File: config.mk
export PLATFORM = sky130hd
export DESIGN_NAME = lcd_vram_writer
export DESIGN_NICKNAME = d
export VERILOG_FILES = /design/src/rtl/lcd_vram_writer.sv
export SDC_FILE = /design/constraint.sdc
export NUM_CORES = 1
export LEC_CHECK = 0
export ABC_AREA = 1
export CORE_AREA = 5 5 93 73
export CTS_BUF_LIST = sky130_fd_sc_hd__clkbuf_4 sky130_fd_sc_hd__clkbuf_8
export DETAILED_ROUTE_END_ITERATION = 6
export DIE_AREA = 0 0 98 78
export GPL_TIMING_DRIVEN = 0
export PLACE_DENSITY = 0.56
export SYNTH_ARGS = -nofsm -noshare
export SYNTH_HDL_FRONTEND = slang
export SYNTH_SLANG_ARGS = --single-unit
export TNS_END_PERCENT = 100
File: constraint.sdc
create_clock -name clk25 -period 1.15 [get_ports clk25]
set_input_delay 0.23 -clock clk25 [delete_from_list [all_inputs] [get_ports clk25]]
set_output_delay 0.23 -clock clk25 [all_outputs]
set_load 0.03 [all_outputs]
File: src/rtl/lcd_vram_writer.sv
// lcd_vram_writer: splits the LCD pixel byte stream into nibble writes to the VGA video RAM
module lcd_vram_writer #(
    parameter int NIBBLES_PER_LINE = 160,
    parameter int LINES            = 64
) (
    input  logic        clk25,
    input  logic        reset_n,
    input  logic        lcdon,
    input  logic        sof,
    input  logic        px_valid,
    input  logic [7:0]  px_data,
    output logic        px_ready,
    output logic [13:0] vram_a,
    output logic [3:0]  vram_do,
    output logic        vram_we,
    output logic        frame_done
);

    typedef enum logic {IDLE, WR_LO} state_t;

    state_t      state_q, state_d;
    logic [5:0]  line_q, line_d;
    logic [7:0]  nib_q, nib_d;
    logic [3:0]  lo_q, lo_d;
    logic [13:0] vram_a_q, vram_a_d;
    logic [3:0]  vram_do_q, vram_do_d;
    logic        vram_we_q, vram_we_d;
    logic        frame_done_q, frame_done_d;

    logic last_nib, last_line, accept, kill;

    assign px_ready   = lcdon & ~sof & (state_q == IDLE);
    assign accept     = px_valid & px_ready;
    // A dark LCD behaves exactly like a start-of-frame held every cycle.
    assign kill       = sof | ~lcdon;
    assign last_nib   = nib_q == 8'(NIBBLES_PER_LINE - 1);
    assign last_line  = line_q == 6'(LINES - 1);

    assign vram_a     = vram_a_q;
    assign vram_do    = vram_do_q;
    assign vram_we    = vram_we_q;
    assign frame_done = frame_done_q;

    // Next-state: restart on sof/lcdon low, otherwise emit high nibble on accept then the latched low nibble.
    always_comb begin
        state_d      = state_q;
        line_d       = line_q;
        nib_d        = nib_q;
        lo_d         = lo_q;
        vram_a_d     = vram_a_q;
        vram_do_d    = vram_do_q;
        vram_we_d    = 1'b0;
        frame_done_d = 1'b0;
        if (kill) begin
            state_d = IDLE;
            line_d  = '0;
            nib_d   = '0;
            lo_d    = '0;
        end else if (state_q == WR_LO || accept) begin
            vram_a_d     = {line_q, nib_q};
            vram_do_d    = (state_q == WR_LO) ? lo_q : px_data[7:4];
            vram_we_d    = 1'b1;
            lo_d         = (state_q == WR_LO) ? lo_q : px_data[3:0];
            state_d      = (state_q == WR_LO) ? IDLE : WR_LO;
            nib_d        = last_nib ? 8'd0 : nib_q + 8'd1;
            line_d       = last_nib ? (last_line ? 6'd0 : line_q + 6'd1) : line_q;
            frame_done_d = last_nib & last_line;
        end
    end

    // State and output registers, cleared asynchronously.
    always_ff @(posedge clk25 or negedge reset_n) begin
        if (!reset_n) begin
            state_q      <= IDLE;
            line_q       <= '0;
            nib_q        <= '0;
            lo_q         <= '0;
            vram_a_q     <= '0;
            vram_do_q    <= '0;
            vram_we_q    <= 1'b0;
            frame_done_q <= 1'b0;
        end else begin
            state_q      <= state_d;
            line_q       <= line_d;
            nib_q        <= nib_d;
            lo_q         <= lo_d;
            vram_a_q     <= vram_a_d;
            vram_do_q    <= vram_do_d;
            vram_we_q    <= vram_we_d;
            frame_done_q <= frame_done_d;
        end
    end

endmodule

==> impl_metrics.toml <==
[placed_design]
place_hpwl_mm = 2.87
gp_congestion = 0.810
placement.cell_area_um2 = 2350
numPortBuffers = 33

[pwr]
power_density_nw_per_um2 = 1030
p_leak_nw = 1.35
vdd.ir_drop.worst_v = 0.000398

[setup_path]
path_max_fanout = 5
arrival_ns = 1.52
startpoint_type = "flop"
cpMostUsedCell = "buf_6"
path_cells = "buf_6 > nor2_8 > nand2_4 > buf_8 > buf_6 > nand2_2 > nor2_2 > nor3_2"
crit_path_top_delay_cell = "dfrtp_1"
crit_path_end_kind = "flop"
required_ns = 1.36
crit_type = "flop to flop"
cp_num_buf_inv = 3
path_delay_family = "simple AND/OR/NAND/NOR gates"
slowest_delay_ns = 0.38

[routing]
remaining_drc_errors = 0
via_count = 1586
drt_pre_antenna_iters = 6
ant_nets = 0
drtIter0Drc = 38
wl_per_cell_um = 12.8
via_per_inst = 4.51
routed_wl_mm = 4.52

[synthesis]
synth_edf_count = 0
synth_top_area_share_pct = 51.0
netlist-cell-type-count = 24
synth_fp_nets = 230
async_flop_share_pct = 100
synth_seq_cells = 39
synth_flop_cell = "dfrtp_1"
synth_common_cells = "nand2_1 (64), dfrtp_1 (39), nor2_1 (21)"
yosysTopAreaCell = "dfrtp_1"
synth_area_leaders = "dfrtp_1 (51%), nand2_1 (13%), nor2_1 (4.1%)"
syn_area_per_cell_um2 = 8.90
ys_warn_count = 0
synthCells = 215
syn_area_um2 = 1910
synth_most_common_cell = "nand2_1"
seq_area_frac_synth_pct = 51.0

[floorplan]
std_cell_rows = 24
die_area_um2 = 7640
core_area_um2 = 5740
die_w_um = 98
die_height_um = 78
start_util_pct = 33.4
ios = 34

[sta]
final_max_slew_viol_count = 0
tightest_slew_ns = 0.887
relSlewSlack_pct = 40.8
setup_viol = 33
hold_viol = 0
rsz0062_at_grt = "yes"
period_share_pct = 114
period_needed_ns = 1.31
fin_skew_ns = 0.00412
fmax_ghz = 0.764
fin_ws_ns = -0.159

[global_route]
antenna_found_initial = 0
grt_start_max_net_pins = 40
gr-total-overflow = 0
grt_pass1_vias = 1532
grt_pass1_wl_mm = 7.22
gr-usage-all-layers_pct = 11.7

[clocking]
h-tree-depth = 2
clkLatencyLatePin_ns = 0.29
numCtsBuffers = 5
clock-sinks = 39
cts_root_buffer = "clkbuf_8"
ctsHoldBuffers = 0
clock_path_buffers = 2
cts_tree = "built"
clk_pin_slew_worst_paths_ns = 0.07

[finish]
final_core_util_pct = 47.7
post_route_cells_drive_above_1_share_pct = 40.5
n_antenna_cell = 0
fillers = 555
area.growth.synth_to_final_pct = 42.9
multiInputGateArea_um2 = 956
final_area_um2 = 2740
seq_area_um2 = 978
nets = 290

[min_path]
min_path_type = "input pin to asynchronous set/reset pin"

[outcome]
status = "finished, violations left"
failed_checks = "setup timing"

[flow_run]
cap_viol_max_count = 0
## routing by layer
metal | vias to the layer above | part of all wire [%] | track usage, %
met5 | - | 0 | 0
met4 | 0 | 1.7 | 3.73
met3 | 10 | 4.3 | 3.49
met2 | 28 | 44 | 17.7
met1 | 745 | 50 | 16.1
li1 | 803 | - | -
## logic make-up after synthesis
| kind of cell | count (synthesis) | share of synthesized area [%] |
|---|---|---|
| AND/OR/NAND/NOR | 117 | 29.3 |
| XOR/XNOR | 3 | 1.37 |
| flip-flops | 39 | 51.0 |
| buffers and inverters | 27 | 7.52 |
| adder cells (fa/ha/maj) | 2 | 1.31 |
| AO/OA/AOI/OAI | 27 | 9.48 |
## metrics by stage
step	setup TNS (ns)	cells	total power, mW	hold slack (ns)	setup WS [ns]
global route	-5.82	352	2.94	0.135	-0.210
global placement	-64.16	326	1.90	0.459	-1.16
CTS	-1.42	342	2.77	0.0994	-0.122
floorplan	-0.563	215	1.70	-0.0656	-0.0707
finish	-3.54	352	2.81	0.0663	-0.159
detailed placement	-19.20	326	1.90	0.410	-0.840
## what timing repair did
item                       4_1_cts  5_1_grt
resized for setup              123       38
setup buffers                   10        7
setup endpoints to repair       57       34
hold endpoints to repair         0        0
pin swaps                       13       11
gates cloned                     0        3
## sequential cells by signal (all words and copies together), names as in the netlist
| register | cells |
|---|---|
| frame_done | 1 |
| line_q | 6 |
| lo_q | 4 |
| nib_q | 8 |
| state_q | 1 |
| vram_a | 14 |
| vram_do | 4 |
| vram_we | 1 |
## worst register-to-register path, stage by stage, from the launching register on
cell     delay (ns)
dfrtp_1        0.38
buf_6          0.14
nor2_8         0.15
nand2_4        0.09
buf_8          0.14
buf_6          0.11
nand2_2        0.05
nor2_2         0.03
nor3_2         0.15
## final timing paths
check | from | endpoint | slack [ns] | cells after the start
setup / recovery | state_q | nib_q[2] | -0.16 | 8
hold / removal | reset_n | vram_a[3] | 0.07 | 1
setup reg to reg | state_q | nib_q[2] | -0.16 | 8
hold reg to reg | vram_a[10] | vram_a[10] | 0.48 | 2
max in group asynchronous | reset_n | nib_q[3] | 0.48 | 1
min in group clk25 | px_valid | state_q | 0.47 | 3
## placed cells by master (no fill, tap or decap), types with 2 or more instances in the layout
cell type / instances
a21oi_1: 4
nor2_1: 16
nand2_4: 8
nor2_4: 3
clkbuf_16: 3
buf_4: 12
buf_12: 3
dfrtp_1: 37
clkbuf_8: 5
nand2_1: 55
nand3_1: 5
o21ai_2: 12
a31oi_1: 4
inv_2: 5
buf_2: 20
nor2_2: 2
o21ai_0: 5
buf_6: 8
clkdlybuf4s50_1: 8
dfrtp_2: 2
nand2_2: 12
nand3_2: 4
dlygate4sd2_1: 3
nand4_1: 3
nor2_8: 3
inv_1: 16
xor2_1: 3
## where the power goes
| part | leakage [nW] | internal (mW) | switching [mW] |
|---|---|---|---|
| Sequential | 0.525 | 1.42 | 0.0288 |
| Clock | 0.0406 | 0.428 | 0.446 |
| Combinational | 0.780 | 0.204 | 0.285 |
| Total | 1.35 | 2.05 | 0.760 |
## area by class of cell
class,count,area share (%)
repair buffers,53,16.8
inverters,22,3.29
plain buffers,5,2.84
flip-flops and latches,39,35.8
well taps,78,3.57
multi-input cells,149,34.9
clock buffers,6,2.79
Power figures use the tool's default switching activity.
